### src/rtl/mult_sched_pkg.sv
// mult_sched_pkg: shared constants, types and helpers for mult_scheduler.
//   id_width(n) : requester-index width, never narrower than 1 bit.
//   res_t       : tagged result {id, product} for the default build widths.
package mult_sched_pkg;

    function automatic int id_width(input int n);
        int w;
        w = 1;
        for (int i = 1; i < 31; i++)
            if ((1 << i) < n) w = i + 1;
        return w;
    endfunction

    localparam int DEF_P     = 8;
    localparam int DEF_N_REQ = 4;
    localparam int DEF_ID_W  = id_width(DEF_N_REQ);

    typedef struct packed {
        logic [DEF_ID_W-1:0] id;
        logic [2*DEF_P-1:0]  product;
    } res_t;

endpackage

### src/rtl/multiplier.sv
// multiplier: combinational unsigned P x P -> 2P multiplier.
//   a, b    : operands (P bits each)
//   product : full 2P-bit unsigned product
// ARCH_TYPE 0 leaves the structure to synthesis; 1 builds a carry-save
// array (one 3:2 compressor row per multiplier bit, then one final adder).
module multiplier #(
    parameter int parallelism = 8,
    parameter int ARCH_TYPE   = 0
) (
    input  logic [parallelism-1:0]   a,
    input  logic [parallelism-1:0]   b,
    output logic [2*parallelism-1:0] product
);
    localparam int PW = 2 * parallelism;

    if (ARCH_TYPE == 0) begin : g_behav
        assign product = {{parallelism{1'b0}}, a} * {{parallelism{1'b0}}, b};
    end else begin : g_csa
        logic [PW-1:0] sum_v, car_v, pp, nsum, ncar;
        always_comb begin
            sum_v = '0;
            car_v = '0;
            pp    = '0;
            nsum  = '0;
            ncar  = '0;
            for (int i = 0; i < parallelism; i++) begin
                pp    = b[i] ? ({{parallelism{1'b0}}, a} << i) : '0;
                nsum  = sum_v ^ car_v ^ pp;
                // The product never exceeds 2P bits, so the carry shifted
                // out of the top is always zero.
                ncar  = ((sum_v & car_v) | (sum_v & pp) | (car_v & pp)) << 1;
                sum_v = nsum;
                car_v = ncar;
            end
        end
        assign product = sum_v + car_v;
    end
endmodule

### src/rtl/rr_arbiter.sv
// rr_arbiter: round-robin grant over N_REQ requests.
//   clk, rst  : clock, synchronous active-high reset
//   req       : request vector
//   advance   : the current grant was taken; move pointer past it
//   grant     : one-hot grant (zero when no request)
//   grant_idx : index of the granted request
// Search starts at rr_ptr and wraps at N_REQ-1, so unused pointer codes
// of a non-power-of-two N_REQ are never visited.
module rr_arbiter
    import mult_sched_pkg::*;
#(
    parameter  int N_REQ = 4,
    localparam int ID_W  = id_width(N_REQ)
) (
    input  logic             clk,
    input  logic             rst,
    input  logic [N_REQ-1:0] req,
    input  logic             advance,
    output logic [N_REQ-1:0] grant,
    output logic [ID_W-1:0]  grant_idx
);
    logic [ID_W-1:0] rr_ptr;
    logic            found;
    int              j;

    always_comb begin
        grant     = '0;
        grant_idx = '0;
        found     = 1'b0;
        j         = 0;
        for (int i = 0; i < N_REQ; i++) begin
            j = int'(rr_ptr) + i;
            if (j >= N_REQ) j = j - N_REQ;
            if (!found && req[j]) begin
                found     = 1'b1;
                grant[j]  = 1'b1;
                grant_idx = j[ID_W-1:0];
            end
        end
    end

    always_ff @(posedge clk) begin
        if (rst)
            rr_ptr <= '0;
        else if (advance)
            rr_ptr <= (int'(grant_idx) == N_REQ - 1) ? '0 : grant_idx + ID_W'(1);
    end
endmodule

### src/rtl/mult_scheduler.sv
// mult_scheduler: one shared multiplier, round-robin over N_REQ requesters.
//   clk, rst              : clock, synchronous active-high reset
//   req_valid/req_ready   : per-requester handshake (ready one-hot or zero)
//   req_a, req_b          : packed operands, requester k at [k*P +: P]
//   res_valid/res_ready   : result handshake
//   res_id, res_product   : requester tag and full 2P-bit product
// Pipeline: S1 operand register -> combinational multiplier -> S2 output
// register. A result appears two edges after its operands were accepted.
module mult_scheduler
    import mult_sched_pkg::*;
#(
    parameter  int parallelism = 8,
    parameter  int N_REQ       = 4,
    parameter  int ARCH_TYPE   = 0,
    localparam int ID_W        = id_width(N_REQ)
) (
    input  logic                         clk,
    input  logic                         rst,
    input  logic [N_REQ-1:0]             req_valid,
    output logic [N_REQ-1:0]             req_ready,
    input  logic [N_REQ*parallelism-1:0] req_a,
    input  logic [N_REQ*parallelism-1:0] req_b,
    output logic                         res_valid,
    input  logic                         res_ready,
    output logic [ID_W-1:0]              res_id,
    output logic [2*parallelism-1:0]     res_product
);
    typedef struct packed {
        logic [ID_W-1:0]          id;
        logic [2*parallelism-1:0] product;
    } sched_res_t;

    logic [N_REQ-1:0]         grant;
    logic [ID_W-1:0]          grant_idx;
    logic                     s2_en, s1_free, xfer;
    logic                     s1_valid;
    logic [ID_W-1:0]          s1_id;
    logic [parallelism-1:0]   s1_a, s1_b, sel_a, sel_b;
    logic [2*parallelism-1:0] s1_product;
    sched_res_t               res_q;

    assign s2_en   = !res_valid || res_ready;
    assign s1_free = !s1_valid || s2_en;
    // Grant only reaches the requester when S1 can take it; held off in reset.
    assign req_ready = (rst || !s1_free) ? '0 : grant;
    assign xfer      = |req_ready;

    assign sel_a = req_a[grant_idx*parallelism +: parallelism];
    assign sel_b = req_b[grant_idx*parallelism +: parallelism];

    rr_arbiter #(.N_REQ(N_REQ)) u_arb (
        .clk       (clk),
        .rst       (rst),
        .req       (req_valid),
        .advance   (xfer),
        .grant     (grant),
        .grant_idx (grant_idx)
    );

    always_ff @(posedge clk) begin
        if (rst) begin
            s1_valid <= 1'b0;
            s1_id    <= '0;
            s1_a     <= '0;
            s1_b     <= '0;
        end else if (xfer) begin
            s1_valid <= 1'b1;
            s1_id    <= grant_idx;
            s1_a     <= sel_a;
            s1_b     <= sel_b;
        end else if (s2_en) begin
            s1_valid <= 1'b0;
        end
    end

    multiplier #(.parallelism(parallelism), .ARCH_TYPE(ARCH_TYPE)) u_mul (
        .a       (s1_a),
        .b       (s1_b),
        .product (s1_product)
    );

    always_ff @(posedge clk) begin
        if (rst) begin
            res_valid <= 1'b0;
            res_q     <= '0;
        end else if (s2_en) begin
            res_valid <= s1_valid;
            res_q     <= '{id: s1_id, product: s1_product};
        end
    end

    assign res_id      = res_q.id;
    assign res_product = res_q.product;
endmodule
### config.mk
export PLATFORM = sky130hd
export DESIGN_NAME = mult_scheduler
export DESIGN_NICKNAME = d
export VERILOG_FILES = /design/src/rtl/mult_sched_pkg.sv /design/src/rtl/multiplier.sv /design/src/rtl/rr_arbiter.sv /design/src/rtl/mult_scheduler.sv
export SDC_FILE = /design/constraint.sdc
export NUM_CORES = 1
export LEC_CHECK = 0
export BUFFER_PORTS_ARGS = -buffer_cell sky130_fd_sc_hd__buf_2
export CAP_MARGIN = 20
export CORE_ASPECT_RATIO = 0.5
export CORE_MARGIN = 2
export CORE_UTILIZATION = 61
export CTS_CLUSTER_DIAMETER = 100
export CTS_CLUSTER_SIZE = 30
export DETAILED_ROUTE_END_ITERATION = 8
export MAX_ROUTING_LAYER = met4
export PLACE_DENSITY_LB_ADDON = 0.08
export SETUP_SLACK_MARGIN = 0.15
export SKIP_LAST_GASP = 1
export SLEW_MARGIN = 20
export SYNTH_ARGS = -nofsm -noshare
export SYNTH_HDL_FRONTEND = slang
export SYNTH_SLANG_ARGS = --single-unit
### constraint.sdc
create_clock -name clk -period 8.47 [get_ports clk]
set_clock_uncertainty 0.2 [all_clocks]
set_input_delay 1.694 -clock clk [delete_from_list [all_inputs] [get_ports clk]]
set_output_delay 1.694 -clock clk [all_outputs]
set_load 0.01 [all_outputs]
==> summary.md <==
| Metric | Value |
|---|---|
| Multi-input logic area | `3366 µm²` |
| CTS Sinks | `40` |
| Mapped Nets | `659` |
| Layout cells sized above 1 | `0.2407` |
| Pre-antenna DRT Iters | `4` |
| Area Growth Syn to Fin | `14.25%` |
| Power per cell area | `362.3 nW/µm²` |
| Die Ht | `64.88 µm` |
| Worst slew pin tran | `0.8847 ns` |
| Final Worst Setup Slack | `3.380 ns` |
| Routed wire length per instance | `14.11 µm` |
| Post-Route WL | `9680 µm` |
| Psw | `0.0008679 W` |
| Flop-to-flop setup slack | `3.71 ns` |
| Mapped Cells | `511` |
| Hold Vio Cnt, Final | `0` |
| Peak Freq | `196.4 MHz` |
| Vias in the first global route | `3449` |
| Terminus of the critical flop-to-flop path | `res_product[15]` |
| Port Buf Inserts | `93` |
| Final period util | `0.6010` |
| H-tree depth | `2` |
| Worst hold path type | `register to register` |
| P_int | `0.001004 W` |
| Maximum vdd drop | `0.2140 mV` |
| Fraction of registers with async set/reset | `0` |
| Die X | `125.8 µm` |
| Max Root-Sink Buffers | `2` |
| Final Max Slew Viols | `0` |
| Sequential share of the synthesized area | `0.1771` |
| CTS buffer count | `5` |
| Worst-path maximum fanout | `11` |
| Synthesized cell area | `4522 µm²` |
| EDFF count, synth | `0` |
| Sw Ratio | `0.4637` |
| Flops & latches, synth | `40` |
| R2r worst-path depth | `15` |
| First-pass GRT wire length | `16300 µm` |
| CP most frequent cell | `buf_2` |
| Ant diodes | `0` |
| Initial core utilization | `0.6222` |
| Post-CTS setup buffers | `0` |
| DRT iter0 DRCs | `177` |
| Synth cell types | `60` |
| Leakage power | `2.587 nW` |
| Worst skew pair latency | `0.28 ns` |
| Critical path endpoint category | `output pin` |
| Register share of total power | `0.198` |
| Status | `complete, no violations` |
| Clk network pwr share | `0.119` |
| Number of routed nets with antenna violations | `0` |
| Crit path largest cell delay | `0.62 ns` |
| Die area | `8159 µm²` |
| WP data arrival | `3.20 ns` |
| DP HPWL | `7700 µm` |
| Worst Hold Depth | `2` |
| DRC | `0` |
| CTS tree | `done` |
| Num rows | `22` |
| Hold-fix buffers, CTS | `0` |
| CP Class | `input port to output pin` |
| Via Count | `3782` |
| Max-slew headroom | `0.4102` |
| Max Cap Viol | `0` |
| Tmin final | `5.090 ns` |
| Cell Chain, Critical Path | `buf_2, nor3b_1, a21oi_1, o31ai_2, a221oi_1, nor2_1, buf_2` |
| Hold_ws | `0.2441 ns` |
| I/O pins | `94` |
| Reg clk slew, reported paths | `0.06 ns` |
| CP max stage cell | `o31ai_2` |
| Largest net degree at the start of global routing | `40` |
| Top_reg_cell synth | `dfxtp_1` |
| R2r startpoint | `s1_b[6]` |
| DP Worst Slack | `3.386 ns` |
| Gp weighted congestion | `0.8496` |
| WHS Endpoint | `res_product[1]` |
| RSZ-0062 raised after global routing | `no` |
| Number of cells upsized or downsized after cts | `0` |
| Initial antenna violation count | `0` |
| CORE AREA | `7267 µm²` |
| Worst path required time | `6.58 ns` |
| Vias per cell | `5.513` |
| Syn avg cell area | `8.849 µm²` |
| CTS root buf | `clkbuf_16` |
| CP Launch Type | `input port` |
| GRT Residual Overflow | `0` |
| Nets | `737` |
| Total track usage | `0.2530` |
| # setup viols final | `0` |
| Synth warn | `0` |
| FF+latch area | `800.8 µm²` |
| Min-Delay Startpoint | `res_product[1]` |
| Setup TNS | `0 ns` |
| Combinational Power Share | `0.683` |
| Filler cell count in the final layout | `626` |
-- layer usage --
metal / vias to the layer above / track usage / part of all wire
li1: 1882 / - / -
met1: 1789 / 0.3445 / 0.48
met2: 101 / 0.4014 / 0.45
met3: 10 / 0.04046 / 0.054
met4: 0 / 0.06181 / 0.010
met5: - / - / 0
-- how the worst max path moves through the flow --
stage	start	endpoint	slack (ns)	cells past startpoint
finish	req_valid[2]	req_ready[1]	3.38	7
global route	register	req_ready[1]	3.16	8
CTS	req_valid[2]	req_ready[1]	3.37	7
detailed placement	req_valid[2]	req_ready[1]	3.39	7
global placement	req_valid[2]	req_ready[1]	3.39	7
floorplan	req_valid[1]	req_ready[1]	3.58	6
-- registers in the layout (all words and copies together) (netlist names), named ones only --
signal	count
res_id	2
res_product	16
res_valid	1
s1_a	8
s1_b	8
s1_id	2
s1_valid	1
u_arb.rr_ptr	1
-- power groups by stage --
stage	logic, W	clock network, W	registers [W]
after floorplan	0.00106	0	0.000334
after global placement	0.00126	0	0.000369
after detailed placement	0.00127	0	0.000372
after CTS	0.00129	0.000226	0.000368
after global routing	0.00143	0.000236	0.000386
final	0.00128	0.000223	0.000371
-- cell families (layout without fill, tap and decap cells) --
family	after synthesis	after routing	synth area share
and+or+nand+nor	166	166	0.1959
buffers and inverters	82	161	0.08024
AOI/OAI and AO/OA	81	81	0.1212
adders and majority gates	77	77	0.2728
muxes	56	56	0.1353
DFF	40	40	0.1771
xor gates and xnor gates	9	9	0.01743
-- cell usage in the layout (no fill, tap or decap), types with 4 or more instances in the layout --
master,synthesis,layout
a21oi_1,24,24
a21o_1,4,4
a211oi_1,5,5
and2_1,46,46
fa_1,36,36
o21ai_0,20,20
clkbuf_16,0,5
dfxtp_1,40,40
nor2b_1,5,5
nor3_1,4,4
ha_1,41,41
xnor2_1,7,7
nand3_1,17,17
mux2_2,17,17
nor2_1,19,19
nand2_1,50,50
buf_2,8,93
mux2i_1,36,36
inv_1,57,57
-- layout make-up --
cell class / count / share of cell area
Sequential cell: 40 / 0.1550
Clock inverter: 2 / 0.007508
Multi-Input combinational cell: 389 / 0.6515
Clock buffer: 6 / 0.02688
Timing Repair Buffer: 96 / 0.09445
Tap cell: 96 / 0.02325
Inverter: 57 / 0.04141
-- stage by stage --
stage	instance area, µm²	util	power [W]	std cells
3_5_place_dp	4989	0.6865	0.001643	678
5_1_grt	5166	0.7109	0.002056	686
2_1_floorplan	4522	-	0.001397	511
3_3_place_gp	4989	0.6865	0.001629	678
4_1_cts	5166	0.7109	0.001884	686
6_report	5166	0.7109	0.001872	686
-- critical path, delay by kind of cell --
family | cells | cell delay, ns
buf+inv | 2 | 0.31
simple gates | 2 | 0.30
compound gates | 3 | 0.88
-- Yosys cell counts (2+ instances only) --
| cell type | instances | area share |
|---|---|---|
| a21o_1 | 4 | 0.0066 |
| or2_2 | 2 | 0.0028 |
| buf_4 | 2 | 0.0033 |
| clkbuf_1 | 9 | 0.0075 |
| nor4b_1 | 3 | 0.0058 |
| xnor2_1 | 7 | 0.014 |
| nor2b_1 | 5 | 0.0069 |
| or4_1 | 2 | 0.0033 |
| and3_1 | 2 | 0.0028 |
| a22o_1 | 2 | 0.0039 |
| a31o_1 | 2 | 0.0039 |
| o21ai_0 | 20 | 0.022 |
| nand3b_1 | 2 | 0.0033 |
| nand2b_1 | 3 | 0.0042 |
| buf_6 | 5 | 0.012 |
| dfxtp_1 | 40 | 0.18 |
| nor2_1 | 19 | 0.016 |
| o211ai_1 | 2 | 0.0033 |
| a211oi_1 | 5 | 0.0083 |
| mux4_2 | 2 | 0.010 |
| xor2_1 | 2 | 0.0039 |
| inv_1 | 57 | 0.047 |
| a21oi_1 | 24 | 0.027 |
| o21ai_2 | 3 | 0.0058 |
| and2_1 | 46 | 0.064 |
| nand3_2 | 3 | 0.0066 |
| fa_1 | 36 | 0.16 |
| nand3_1 | 17 | 0.019 |
| mux2i_1 | 36 | 0.080 |
| buf_2 | 8 | 0.0089 |
| ha_1 | 41 | 0.11 |
| mux2_2 | 17 | 0.042 |
| nor3b_1 | 2 | 0.0033 |
| a31o_2 | 2 | 0.0039 |
| a31oi_1 | 2 | 0.0028 |
| nor3_1 | 4 | 0.0044 |
| nand2_1 | 50 | 0.042 |
No activity file was read; power rests on OpenSTA's default activity.
